File: src/rtl/divmul_pkg.sv
// Shared types and constants for the divide-then-multiply FIFO engine.
// Optional build macro FIFO_FWFT_EN is consumed by the FIFO and the top level.
package divmul_pkg;

  localparam int DATA_W   = 16;
  localparam int OPND_W   = 8;
  localparam int DIV_ITER = 8;

  // RD is only reachable in the registered-read build.
  typedef enum logic [2:0] {
    IDLE,
    RD,
    DIV,
    FIX,
    MUL,
    DONE
  } state_e;

endpackage

File: src/rtl/divmul_fifo_engine_if.sv
// Producer-facing bundle of the divmul engine: operand pushes in, results out.
interface divmul_fifo_engine_if;
  import divmul_pkg::*;

  // Handshake: a word is taken on a rising edge where write_req=1 and full_out=0;
  // with full_out=1 the word is dropped and the producer must hold or retry.
  // done_sig is a one-cycle strobe qualifying product, which then holds its value.
  logic              write_req;
  logic [DATA_W-1:0] fifo_write_data;
  logic              full_out;
  logic              done_sig;
  logic [DATA_W-1:0] product;

  modport master (
    output write_req,
    output fifo_write_data,
    input  full_out,
    input  done_sig,
    input  product
  );

  modport slave (
    input  write_req,
    input  fifo_write_data,
    output full_out,
    output done_sig,
    output product
  );

endinterface

File: src/rtl/divmul_sync_fifo.sv
// Single-clock operand FIFO with registered full flag and wrapping pointers.
// FIFO_FWFT_EN selects first-word-fall-through reads; otherwise reads are registered.
module divmul_sync_fifo
  import divmul_pkg::*;
#(
  parameter int DEPTH = 16,
  parameter int AW    = 4
) (
  input  logic              clk,
  input  logic              rst_n,
  input  logic              push_req,
  input  logic              pop_req,
  input  logic [DATA_W-1:0] wr_data,
  output logic [DATA_W-1:0] rd_data,
  output logic              full,
  output logic              empty
);

  localparam logic [AW:0] DEPTH_C = (AW+1)'(DEPTH);

  logic [DATA_W-1:0] mem [DEPTH];
  logic [AW-1:0]     wptr;
  logic [AW-1:0]     rptr;
  logic [AW:0]       count;
  logic [AW:0]       count_next;
  logic              push;
  logic              pop;

  // A full FIFO refuses writes even when a pop frees a slot in the same cycle.
  assign push  = push_req && !full;
  assign pop   = pop_req && !empty;
  assign empty = (count == '0);

  always_comb begin
    count_next = count;
    if (push && !pop) begin
      count_next = count + 1'b1;
    end else if (!push && pop) begin
      count_next = count - 1'b1;
    end
  end

  always_ff @(posedge clk or negedge rst_n) begin
    if (!rst_n) begin
      wptr  <= '0;
      rptr  <= '0;
      count <= '0;
      full  <= 1'b0;
    end else begin
      if (push) wptr <= wptr + 1'b1;
      if (pop)  rptr <= rptr + 1'b1;
      count <= count_next;
      full  <= (count_next == DEPTH_C);
    end
  end

  always_ff @(posedge clk) begin
    if (push) mem[wptr] <= wr_data;
  end

`ifdef FIFO_FWFT_EN
  assign rd_data = mem[rptr];
`else
  logic [DATA_W-1:0] rd_q;

  always_ff @(posedge clk or negedge rst_n) begin
    if (!rst_n) begin
      rd_q <= '0;
    end else if (pop) begin
      rd_q <= mem[rptr];
    end
  end

  assign rd_data = rd_q;
`endif

endmodule

File: src/rtl/divmul_fifo_engine.sv
// Pops {dividend, divisor} words, does a signed 8-bit divide, outputs quotient*remainder.
// FIFO_FWFT_EN: fall-through FIFO, operands latched in IDLE and the RD state is skipped.
module divmul_fifo_engine
  import divmul_pkg::*;
#(
  parameter int FIFO_DEPTH = 16,
  parameter int FIFO_AW    = 4
) (
  input  logic                 clk,
  input  logic                 rst_n,
  divmul_fifo_engine_if.slave  bus,
  output state_e               state_dbg
);

  localparam logic [2:0] ITER_LAST = 3'(DIV_ITER - 1);

  state_e            state;
  logic              pop_req;
  logic              load_ops;
  logic              fifo_empty;
  logic [DATA_W-1:0] fifo_rd_data;

  logic [OPND_W-1:0] op_dvd;
  logic [OPND_W-1:0] op_dsr;
  logic [OPND_W-1:0] op_dvd_mag;
  logic [OPND_W-1:0] op_dsr_mag;
  logic              op_dvd_neg;
  logic              op_dsr_neg;
  logic              op_dsr_zero;

  logic [OPND_W-1:0] dvd_sh;
  logic [OPND_W-1:0] dsr_mag;
  logic [OPND_W-1:0] rem;
  logic [OPND_W-1:0] quo;
  logic [OPND_W-1:0] q_s;
  logic [OPND_W-1:0] r_s;
  logic              dvd_neg;
  logic              dsr_neg;
  logic [2:0]        iter;

  logic [OPND_W:0]   rem_shift;
  logic [OPND_W-1:0] rem_sub;
  logic              rem_ge;
  logic [DATA_W-1:0] mul_res;
  logic [DATA_W-1:0] product_r;
  logic              done_r;

  divmul_sync_fifo #(
    .DEPTH (FIFO_DEPTH),
    .AW    (FIFO_AW)
  ) u_fifo (
    .clk      (clk),
    .rst_n    (rst_n),
    .push_req (bus.write_req),
    .pop_req  (pop_req),
    .wr_data  (bus.fifo_write_data),
    .rd_data  (fifo_rd_data),
    .full     (bus.full_out),
    .empty    (fifo_empty)
  );

  // Magnitudes are unsigned 8-bit, so |-128| = 8'h80 is still exact.
  assign op_dvd      = fifo_rd_data[DATA_W-1:OPND_W];
  assign op_dsr      = fifo_rd_data[OPND_W-1:0];
  assign op_dvd_neg  = op_dvd[OPND_W-1];
  assign op_dsr_neg  = op_dsr[OPND_W-1];
  assign op_dsr_zero = (op_dsr == '0);
  assign op_dvd_mag  = op_dvd_neg ? (8'd0 - op_dvd) : op_dvd;
  assign op_dsr_mag  = op_dsr_neg ? (8'd0 - op_dsr) : op_dsr;

  assign pop_req = (state == IDLE) && !fifo_empty;
`ifdef FIFO_FWFT_EN
  assign load_ops = pop_req;
`else
  assign load_ops = (state == RD);
`endif

  // One restoring step: shift in the next dividend bit, subtract if it fits.
  assign rem_shift = {rem, dvd_sh[OPND_W-1]};
  assign rem_ge    = (rem_shift >= {1'b0, dsr_mag});
  assign rem_sub   = rem_shift[OPND_W-1:0] - dsr_mag;
  assign mul_res   = DATA_W'($signed(q_s)) * DATA_W'($signed(r_s));

  always_ff @(posedge clk or negedge rst_n) begin
    if (!rst_n) begin
      state     <= IDLE;
      done_r    <= 1'b0;
      product_r <= '0;
    end else begin
      done_r <= 1'b0;
      case (state)
        IDLE: begin
          if (!fifo_empty) begin
`ifdef FIFO_FWFT_EN
            state <= op_dsr_zero ? FIX : DIV;
`else
            state <= RD;
`endif
          end
        end
        RD:   state <= op_dsr_zero ? FIX : DIV;
        DIV:  if (iter == ITER_LAST) state <= FIX;
        FIX:  state <= MUL;
        MUL: begin
          product_r <= mul_res;
          done_r    <= 1'b1;
          state     <= DONE;
        end
        DONE:    state <= IDLE;
        default: state <= IDLE;
      endcase
    end
  end

  // A zero divisor preloads rem with |dividend| and quo with 0, so FIX
  // yields q=0 and r=dividend without a special case.
  always_ff @(posedge clk or negedge rst_n) begin
    if (!rst_n) begin
      dvd_neg <= 1'b0;
      dsr_neg <= 1'b0;
      dvd_sh  <= '0;
      dsr_mag <= '0;
      rem     <= '0;
      quo     <= '0;
      iter    <= '0;
      q_s     <= '0;
      r_s     <= '0;
    end else if (load_ops) begin
      dvd_neg <= op_dvd_neg;
      dsr_neg <= op_dsr_neg;
      dvd_sh  <= op_dvd_mag;
      dsr_mag <= op_dsr_mag;
      rem     <= op_dsr_zero ? op_dvd_mag : '0;
      quo     <= '0;
      iter    <= '0;
    end else begin
      case (state)
        DIV: begin
          rem    <= rem_ge ? rem_sub : rem_shift[OPND_W-1:0];
          quo    <= {quo[OPND_W-2:0], rem_ge};
          dvd_sh <= {dvd_sh[OPND_W-2:0], 1'b0};
          iter   <= iter + 3'd1;
        end
        FIX: begin
          q_s <= (dvd_neg ^ dsr_neg) ? (8'd0 - quo) : quo;
          r_s <= dvd_neg ? (8'd0 - rem) : rem;
        end
        default: ;
      endcase
    end
  end

  assign bus.done_sig = done_r;
  assign bus.product  = product_r;
  assign state_dbg    = state;

endmodule

File: src/flat_wrapper.sv
// flat-port wrapper written by rule: the top's interface ports become plain ports
module divmul_fifo_engine_flat import divmul_pkg::*;
#(
  parameter int FIFO_DEPTH = 16,
  parameter int FIFO_AW    = 4
)
  (clk, rst_n, state_dbg, bus_write_req, bus_fifo_write_data, bus_full_out, bus_done_sig, bus_product);
  divmul_fifo_engine_if bus_i ();
  input  logic clk;
  input  logic rst_n;
  output state_e state_dbg;
  input wire logic [$bits(bus_i.write_req)-1:0] bus_write_req;
  input wire logic [$bits(bus_i.fifo_write_data)-1:0] bus_fifo_write_data;
  output wire logic [$bits(bus_i.full_out)-1:0] bus_full_out;
  output wire logic [$bits(bus_i.done_sig)-1:0] bus_done_sig;
  output wire logic [$bits(bus_i.product)-1:0] bus_product;
  assign bus_i.write_req = bus_write_req;
  assign bus_i.fifo_write_data = bus_fifo_write_data;
  assign bus_full_out = bus_i.full_out;
  assign bus_done_sig = bus_i.done_sig;
  assign bus_product = bus_i.product;
  divmul_fifo_engine #(.FIFO_DEPTH(FIFO_DEPTH), .FIFO_AW(FIFO_AW)) u_core (.clk(clk), .rst_n(rst_n), .bus(bus_i), .state_dbg(state_dbg));
endmodule
File: config.mk
export PLATFORM = sky130hd
export DESIGN_NAME = divmul_fifo_engine_flat
export DESIGN_NICKNAME = d
export VERILOG_FILES = /design/src/rtl/divmul_pkg.sv /design/src/rtl/divmul_fifo_engine_if.sv /design/src/rtl/divmul_sync_fifo.sv /design/src/rtl/divmul_fifo_engine.sv /design/src/flat_wrapper.sv
export SDC_FILE = /design/constraint.sdc
export NUM_CORES = 1
export LEC_CHECK = 0
export CORE_ASPECT_RATIO = 1.5
export CORE_MARGIN = 2
export CORE_UTILIZATION = 55
export CTS_BUF_LIST = sky130_fd_sc_hd__clkbuf_2 sky130_fd_sc_hd__clkbuf_4 sky130_fd_sc_hd__clkbuf_8
export CTS_CLUSTER_DIAMETER = 150
export DETAILED_ROUTE_END_ITERATION = 6
export DONT_BUFFER_PORTS = 1
export PLACE_DENSITY = 0.7
export SLEW_MARGIN = 25
export SYNTH_ARGS = -nofsm -noshare
export SYNTH_HDL_FRONTEND = slang
export SYNTH_SLANG_ARGS = --single-unit
File: constraint.sdc
create_clock -name clk -period 5.05 [get_ports clk]
set_clock_uncertainty 0.05 [all_clocks]
set_input_delay 1.2625 -clock clk [delete_from_list [all_inputs] [get_ports clk]]
set_output_delay 1.2625 -clock clk [all_outputs]
set_load 0.05 [all_outputs]
==> run_results.csv, run 1 <==
group,metric,value,unit
floorplan,die_w,149.6,µm
pwr,p_seq_share,38.7,%
route,antenna_left,0,
global_routing,grt_use_total,22.23,%
yosys,avgSynthCellArea,14.74,µm²
yosys,synth_compound_area_share,5.361,%
yosys,synth_fa_ha_area_share,9.992,%
route,drt-pass1-iter-count,5,
setup_path,worst-r2r-setup-slack,340,ps
floorplan,core,0.03153,mm²
setup_path,criticalPathCategory,"reg2reg",
placed_design,post-place-ws,209.5,ps
cts,clock_path_buffers,3,
placed_design,globalplace.congestion,0.8562,
setup_path,endpoint_kind,"flop",
timing,slew_headroom,28.93,%
yosys,yosys.area_share.simple,7.315,%
timing,max_freq,212.1,MHz
yosys,synth_xor_area_share,2.455,%
floorplan,io_pins,40,
timing,setup_slack,335.3,ps
yosys,synthDistinctLibCells,65,
timing,period_needed,4715,ps
timing,tightest_slew,1066,ps
flow_run,timing.max_cap.violations,0,
global_routing,grt_first_pass_wirelength,55.71,mm
layout,diodes,0,
cts,htree_levels,2,
status,status,"complete, no violations",
global_routing,grt_pass1_vias,10184,
cts,root_buffer,"clkbuf_8",
yosys,yosys_warnings,0,
placed_design,dp.cells,1569,
pwr,swShare,38.98,%
global_routing,overflow,0,
yosys,syn_nets,1311,
yosys,ys_seq_elements,359,
yosys,syn_area,0.01748,mm²
pwr,p_int,7446,µW
cts,tritoncts,"done",
placed_design,port_buffers,0,
cts,insertion_delay,600,ps
worst_hold_path,hold_class,"in2async",
yosys,async_flop_share,28.69,%
timing,final.period_utilization,93.36,%
layout,layout.nets,1339,
yosys,syn_inst,1186,
pwr,ir_drop,0.0003519,V
timing,setup_violations,0,
floorplan,num_rows,80,
layout,syn2layout_area_growth,8.489,%
timing,tns,0,ps
pwr,p_per_area,643.5,mW/mm²
setup_path,arrival,5130,ps
layout,stdcell_count,1664,
placed_design,placed_cell_area,0.01792,mm²
pwr,power_frac_clock,18.6,%
setup_path,required,5470,ps
yosys,yosysSeqAreaShare,58.72,%
pwr,p_leak,0.007241,µW
cts,path_clk_slew,70,ps
floorplan,die_h,222.3,µm
route,wire_per_inst,21.30,µm
placed_design,dp_hpwl,23.11,mm
layout,final_cell_mix,"edfxtp_1, inv_1, nand2_1, dfrtp_1, mux4_2",
yosys,synth_top_family_by_area,"multiplexers",
floorplan,die_area,0.03325,mm²
cts,holdBufCountCts,0,
cts,cts_inserted_buffers,52,
global_routing,antenna_found_initial,0,
floorplan,start_util,55.44,%
layout,layout-drive-gt1-share,17.54,%
route,vias,9723,
layout,finalInstanceArea,0.01896,mm²
route,drc,0,
pwr,netSwitchingPower,4757,µW
yosys,synth_top_flop_cell,"edfxtp_1",
route,drt_iter0_markers,639,
cts,clkSinkCount,359,
setup_path,worstSetupStartpointType,"flop",
route,drt_wl_total,35.44,mm
timing,holdWs,292.7,ps
layout,final_common_cell,"edfxtp_1",
yosys,synth_mux_area_share,12.55,%
yosys,synth-edff-count,256,
pwr,combPwrFrac,42.7,%
timing,rsz0062_at_grt,"no",
setup_path,worstPathMaxFanout,9,
global_routing,grt_max_degree,104,
timing,drv_slew,0,
route,viasPerCell,5.843,
timing,hold_viol,0,
## cell type report
type                    count  area, µm²
fillers                  2410      12570
flip-flops and latches    359      10270
multi-input cells         673       6601
clock buffers              80      950.9
well taps                 410      513.0
inverters                 112      420.4
repair buffers             16      132.6
clock inverters            14      76.32
## metrics by stage
step           power, µW  util, %
4_1_cts            12350    60.10
3_3_place_gp        9931    56.82
5_1_grt            13120    60.15
6_report           12200    60.15
2_1_floorplan       8734        -
3_5_place_dp       10060    56.84
## critical path: stages, from the launching register on
cell	delay (ps)
dfrtp_1	510
and2_1	220
inv_1	70
fa_1	500
inv_1	50
fa_1	480
fa_1	520
fa_1	490
ha_1	380
a2111oi_0	380
o21ai_0	210
a221oi_2	340
a21oi_1	130
xnor2_1	170
o21ai_0	90
## logic make-up after synthesis
group           Yosys count
compound gates          149
xor+xnor                 49
buf+inv                 154
simple gates            256
mux                     113
fa+ha+maj               106
flops                   359
## metal layers
| metal | track usage [%] | part of all wire [%] | up-vias |
|---|---|---|---|
| met5 | 0 | 0 | - |
| met4 | 7.957 | 3.1 | 0 |
| met3 | 3.922 | 4.3 | 71 |
| met2 | 41.46 | 57 | 219 |
| met1 | 25.18 | 36 | 5061 |
| li1 | - | - | 4372 |
## state kept, by name, indices dropped and copies added, names as in the netlist
name	flops
u_core.u_fifo.count	5
u_core.dvd_neg	1
u_core.state_dbg	3
u_core.r_s	8
u_core.bus.done_sig	1
u_core.u_fifo.rd_data	16
u_core.bus.product	16
u_core.dvd_sh	8
u_core.u_fifo.rptr	4
u_core.quo	8
u_core.u_fifo.mem	256
u_core.dsr_mag	8
u_core.u_fifo.full	1
u_core.q_s	8
u_core.dsr_neg	1
u_core.iter	3
u_core.rem	8
u_core.u_fifo.wptr	4
## worst paths after layout
kind,from,end,cells after the start
max in group asynchronous,rst_n,u_core.u_fifo.rptr[0]$_DFFE_PN0P_,0
hold reg to reg,u_core.dsr_mag[6]$_DFFE_PN0P_,u_core.dsr_mag[6]$_DFFE_PN0P_,2
setup reg to reg,u_core.r_s[3]$_DFFE_PN0P_,u_core.bus.product[15]$_DFFE_PN0P_,14
min in group clk,u_core.dsr_mag[6]$_DFFE_PN0P_,u_core.dsr_mag[6]$_DFFE_PN0P_,2
hold / removal,rst_n,u_core.bus.product[11]$_DFFE_PN0P_,0
setup / recovery,u_core.r_s[3]$_DFFE_PN0P_,u_core.bus.product[15]$_DFFE_PN0P_,14
## cell usage after synthesis (6+ instances only)
cell type  count  area, µm²
o21ai_1       13      65.06
nand2b_1       8      50.05
and2_1        60      375.4
nand2_1      107      401.6
or3_1          7      43.79
nor2b_1       10      62.56
nor3_1        10      50.05
edfxtp_1     256       7687
dfrtp_1      103       2577
fa_1          56       1121
nor2_1        28      105.1
xnor2_1       28      245.2
clkbuf_1      27      101.4
mux2i_1       13      130.1
mux4_2        80       1802
xor2_1        21      183.9
o21ai_0       62      310.3
o31ai_1        6      45.04
ha_1          50      625.6
mux2_2         8      90.09
mux2_4        10      150.1
a21oi_1       17      85.08
buf_2          8      40.04
inv_1        112      420.4
a31oi_1        9      56.30
## power groups by stage
| stage | combinational (µW) | clock (µW) | sequential [µW] |
|---|---|---|---|
| CTS | 5290 | 2320 | 4740 |
| global route | 5860 | 2440 | 4810 |
| detailed placement | 5260 | 0 | 4790 |
| global placement | 5160 | 0 | 4770 |
| floorplan | 4390 | 0 | 4340 |
| finish | 5210 | 2270 | 4720 |
## what timing repair did
item	in CTS	in global routing
buffers inserted	0	1
endpoints found under the setup margin	0	2
resized for setup	0	1
Power figures use the tool's default switching activity.
==> inputs of run 2 (changes only) <==
==> constraint.sdc (replaced) <==
create_clock -name clk -period 5.7 [get_ports clk]
set_clock_uncertainty 0.05 [all_clocks]
set_input_delay 1.425 -clock clk [delete_from_list [all_inputs] [get_ports clk]]
set_output_delay 1.425 -clock clk [all_outputs]
set_load 0.005 [all_outputs]
==> run_results.csv, run 2 (synthesized netlist as in run 1, its figures left out) <==
group,metric,value,unit
timing,final.period_utilization,83.77,%
setup_path,endpoint_kind,"flop",
global_routing,antenna_found_initial,0,
timing,slew_headroom,40.64,%
placed_design,dp_hpwl,22.84,mm
global_routing,grt_pass1_vias,10072,
timing,tns,0,ps
floorplan,die_area,0.03325,mm²
layout,final_cell_mix,"edfxtp_1, inv_1, nand2_1, dfrtp_1, mux4_2",
cts,holdBufCountCts,0,
cts,clkSinkCount,359,
layout,diodes,0,
route,antenna_left,0,
route,drc,0,
pwr,p_leak,0.007236,µW
timing,tightest_slew,890.3,ps
global_routing,overflow,0,
cts,path_clk_slew,60,ps
flow_run,timing.max_cap.violations,0,
pwr,power_frac_clock,20.2,%
floorplan,core,0.03153,mm²
placed_design,port_buffers,0,
cts,cts_inserted_buffers,51,
global_routing,grt_use_total,22.14,%
layout,final_common_cell,"edfxtp_1",
timing,setup_slack,925.1,ps
setup_path,worstPathMaxFanout,9,
pwr,swShare,37.32,%
floorplan,start_util,55.44,%
placed_design,post-place-ws,923.5,ps
setup_path,arrival,5200,ps
timing,hold_viol,0,
global_routing,grt_first_pass_wirelength,55.43,mm
floorplan,io_pins,40,
cts,clock_path_buffers,3,
timing,rsz0062_at_grt,"no",
setup_path,criticalPathCategory,"reg2reg",
route,vias,9631,
cts,tritoncts,"done",
timing,setup_violations,0,
floorplan,die_w,149.6,µm
timing,drv_slew,0,
status,status,"complete, no violations",
pwr,p_seq_share,37.2,%
worst_hold_path,hold_path_depth,2,
cts,root_buffer,"clkbuf_8",
route,viasPerCell,5.802,
layout,layout-drive-gt1-share,16.80,%
setup_path,worst-r2r-setup-slack,930,ps
placed_design,globalplace.congestion,0.8573,
route,drt_iter0_markers,669,
floorplan,die_h,222.3,µm
route,drt_wl_total,35.28,mm
setup_path,worstSetupStartpointType,"flop",
pwr,p_int,6717,µW
timing,max_freq,209.4,MHz
route,wire_per_inst,21.25,µm
setup_path,r2r_start,"u_core.r_s[2]$_DFFE_PN0P_",
setup_path,reg2reg_to,"u_core.bus.product[15]$_DFFE_PN0P_",
worst_hold_path,worstHoldEndpoint,"u_core.dsr_mag[6]$_DFFE_PN0P_",
layout,syn2layout_area_growth,8.682,%
cts,cts_resized,0,
placed_design,dp.cells,1568,
layout,final_core_util,60.25,%
layout,top_register,"u_core.u_fifo.mem",
layout,layout.nets,1336,
pwr,ir_drop,0.0002889,V
layout,stdcell_count,1660,
cts,post_cts_buffers,0,
global_routing,grt_max_degree,104,
worst_hold_path,hold_class,"reg2reg",
pwr,netSwitchingPower,3999,µW
route,drt-pass1-iter-count,5,
timing,period_needed,4775,ps
pwr,combPwrFrac,42.7,%
layout,largest_reg_flops,256,
worst_hold_path,min_from,"u_core.dsr_mag[6]$_DFFE_PN0P_",
cts,insertion_delay,600,ps
pwr,p_per_area,564.0,mW/mm²
cts,htree_levels,2,
setup_path,rr_worst_depth,17,
pwr,finalPower,10720,µW
floorplan,num_rows,80,
setup_path,required,6120,ps
## run 2: worst max-delay path by stage
stage	startpoint	slack, ps	depth (start not counted)	end
after floorplan	u_core.q_s[7]$_DFFE_PN0P_	1270	17	u_core.bus.product[15]$_DFFE_PN0P_
after global placement	u_core.r_s[2]$_DFFE_PN0P_	970	17	u_core.bus.product[15]$_DFFE_PN0P_
after detailed placement	u_core.r_s[2]$_DFFE_PN0P_	920	17	u_core.bus.product[15]$_DFFE_PN0P_
after CTS	u_core.r_s[2]$_DFFE_PN0P_	900	17	u_core.bus.product[15]$_DFFE_PN0P_
after global routing	u_core.r_s[3]$_DFFE_PN0P_	610	14	u_core.bus.product[15]$_DFFE_PN0P_
final	u_core.r_s[2]$_DFFE_PN0P_	930	17	u_core.bus.product[15]$_DFFE_PN0P_
## run 2: cell type report
| class | count | area, µm² |
|---|---|---|
| Clock buffer | 69 | 855.8 |
| Multi-Input combinational cell | 673 | 6596 |
| Tap cell | 410 | 513.0 |
| Timing Repair Buffer | 14 | 105.1 |
| Sequential cell | 359 | 10270 |
| Clock inverter | 23 | 236.5 |
| Inverter | 112 | 420.4 |
| Fill cell | 2406 | 12530 |
## run 2: critical path: stages, from the launching register on
cell and delay [ps]:
dfrtp_1 470, nand2_1 150, inv_1 100, fa_1 670
inv_1 150, fa_1 540, inv_1 50, fa_1 520
inv_1 50, fa_1 520, inv_1 40, ha_1 330
o211ai_1 100, nor3_1 70, a221oi_1 420, a21oi_1 140
xnor2_1 170, o21ai_0 80
## run 2: metal layers
| metal | global-route usage, % | vias up | wire [µm] |
|---|---|---|---|
| li1 | - | 4355 | - |
| met1 | 25.86 | 4953 | 12780 |
| met2 | 40.43 | 231 | 19670 |
| met3 | 3.881 | 92 | 1597 |
| met4 | 8.141 | 0 | 1231 |
| met5 | 0 | - | 0 |
## run 2: power groups by stage
stage / registers (µW) / logic, µW / clock network, µW
finish: 3980 / 4570 / 2160
global route: 4060 / 5150 / 2300
CTS: 3990 / 4640 / 2200
detailed placement: 4040 / 4620 / 0
global placement: 4010 / 4550 / 0
floorplan: 3640 / 3890 / 0
## run 2: per-stage QoR
stage          hold WS (ps)  cell area (µm²)
3_3_place_gp          418.0            17890
4_1_cts               418.3            19000
6_report              438.0            19000
2_1_floorplan         399.6            17480
3_5_place_dp          424.0            17900
5_1_grt               429.9            19000
==> inputs of run 3 (changes only) <==
==> constraint.sdc (replaced) <==
create_clock -name clk -period 5 [get_ports clk]
set_clock_uncertainty 0.05 [all_clocks]
set_input_delay 1.25 -clock clk [delete_from_list [all_inputs] [get_ports clk]]
set_output_delay 1.25 -clock clk [all_outputs]
set_load 0.005 [all_outputs]
==> run_results.csv, run 3 (synthesized netlist as in run 1, its figures left out) <==
group,metric,value,unit
layout,finalInstanceArea,0.01904,mm²
setup_path,arrival,5100,ps
route,drt_wl_total,35.57,mm
cts,htree_levels,2,
cts,path_clk_slew,60,ps
route,antenna_left,0,
timing,drv_slew,0,
setup_path,criticalPathCategory,"reg2reg",
timing,final.period_utilization,93.40,%
timing,tns,0,ps
timing,hold_viol,0,
timing,period_needed,4670,ps
cts,holdBufCountCts,0,
floorplan,die_h,222.3,µm
route,drt-pass1-iter-count,7,
cts,insertion_delay,620,ps
timing,setup_slack,329.8,ps
placed_design,port_buffers,0,
pwr,finalPower,12230,µW
placed_design,placed_cell_area,0.01795,mm²
route,vias,9621,
floorplan,io_pins,40,
floorplan,die_area,0.03325,mm²
global_routing,antenna_found_initial,0,
timing,setup_violations,0,
cts,tritoncts,"done",
layout,final_common_cell,"edfxtp_1",
setup_path,worstPathMaxFanout,9,
setup_path,endpoint_kind,"flop",
timing,max_freq,214.1,MHz
route,wire_per_inst,21.29,µm
route,drc,0,
timing,tightest_slew,1070,ps
route,viasPerCell,5.758,
cts,clkSinkCount,359,
cts,root_buffer,"clkbuf_8",
floorplan,core,0.03153,mm²
placed_design,dp_hpwl,23.15,mm
pwr,p_leak,0.007272,µW
global_routing,grt_max_degree,104,
layout,diodes,0,
global_routing,overflow,0,
layout,final_core_util,60.40,%
timing,slew_headroom,28.65,%
layout,largest_reg_flops,256,
cts,cts_resized,0,
cts,cts_inserted_buffers,53,
global_routing,grt_use_total,22.31,%
layout,top_register,"u_core.u_fifo.mem",
worst_hold_path,hold_class,"in2async",
pwr,p_per_area,642.2,mW/mm²
cts,clock_path_buffers,3,
floorplan,start_util,55.44,%
setup_path,worstSetupStartpointType,"flop",
layout,syn2layout_area_growth,8.947,%
timing,rsz0062_at_grt,"no",
route,drt_iter0_markers,731,
cts,post_cts_buffers,0,
global_routing,grt_first_pass_wirelength,55.95,mm
pwr,ir_drop,0.0003756,V
layout,n_fill_cell,2420,
placed_design,post-place-ws,189.5,ps
setup_path,required,5430,ps
layout,final_cell_mix,"edfxtp_1, inv_1, nand2_1, dfrtp_1, mux4_2",
global_routing,grt_pass1_vias,10205,
layout,layout-drive-gt1-share,17.37,%
setup_path,worst-r2r-setup-slack,330,ps
floorplan,num_rows,80,
status,status,"complete, no violations",
placed_design,globalplace.congestion,0.8556,
layout,layout.nets,1342,
flow_run,timing.max_cap.violations,0,
floorplan,die_w,149.6,µm
==> run 3: cell types whose count changed in the layout (fill, tap and decap cells not counted), sizes merged <==
cell | before | now
clkinv | 15 | 22
buf | 14 | 18
bufinv | 5 | 2
clkbuf | 69 | 72
==> run 3: area by class of cell <==
class	instances	area [µm²]	share of cell area (%)
Sequential cell	359	10270	53.93
Multi-Input combinational cell	673	6603	34.67
Clock buffer	72	897.1	4.711
Tap cell	410	513.0	2.694
Inverter	112	420.4	2.207
Clock inverter	27	193.9	1.018
Timing Repair Buffer	18	147.6	0.7752
==> run 3: report_power, final <==
part / total, µW / switching (µW) / internal [µW]
clock: 2410 / 1120 / 1280
sequential: 4500 / 710 / 3790
combinational: 5320 / 2790 / 2530
total: 12200 / 4630 / 7600
==> run 3: final timing paths <==
check	endpoint	startpoint	cells past startpoint
worst min register to register	u_core.dsr_mag[5]$_DFFE_PN0P_	u_core.dsr_mag[5]$_DFFE_PN0P_	2
worst min-delay path	u_core.bus.product[9]$_DFFE_PN0P_	rst_n	0
worst max register to register	u_core.bus.product[15]$_DFFE_PN0P_	u_core.q_s[7]$_DFFE_PN0P_	17
min in group clk	u_core.dsr_mag[5]$_DFFE_PN0P_	u_core.dsr_mag[5]$_DFFE_PN0P_	2
max in group asynchronous	u_core.dvd_sh[0]$_DFFE_PN0P_	rst_n	0
worst max-delay path	u_core.bus.product[15]$_DFFE_PN0P_	u_core.q_s[7]$_DFFE_PN0P_	17
==> run 3: worst max-delay path, stage by stage (launching register included) <==
cell      delay, ps
dfrtp_1         460
nand2_1         150
inv_1           100
fa_1            670
inv_1           160
fa_1            550
inv_1            50
fa_1            520
inv_1            50
fa_1            520
inv_1            40
ha_1            340
o211ai_1        110
nor3_1           80
a221oi_2        330
a21oi_1         130
xnor2_1         160
o21ai_0          80
==> run 3: metrics by stage <==
| step | cells | hold WS, ps |
|---|---|---|
| 6_report | 1671 | 281.5 |
| 3_3_place_gp | 1572 | 415.2 |
| 4_1_cts | 1671 | 244.0 |
| 2_1_floorplan | 1186 | 399.6 |
| 5_1_grt | 1671 | 249.6 |
| 3_5_place_dp | 1572 | 433.8 |
==> run 3: routing by layer <==
| metal | part of all wire [%] | vias up | GRT usage [%] |
|---|---|---|---|
| met5 | 0 | - | 0 |
| met3 | 4.2 | 76 | 3.819 |
| met2 | 57 | 218 | 42.04 |
| li1 | - | 4374 | - |
| met4 | 3.2 | 0 | 8.203 |
| met1 | 36 | 4953 | 24.84 |
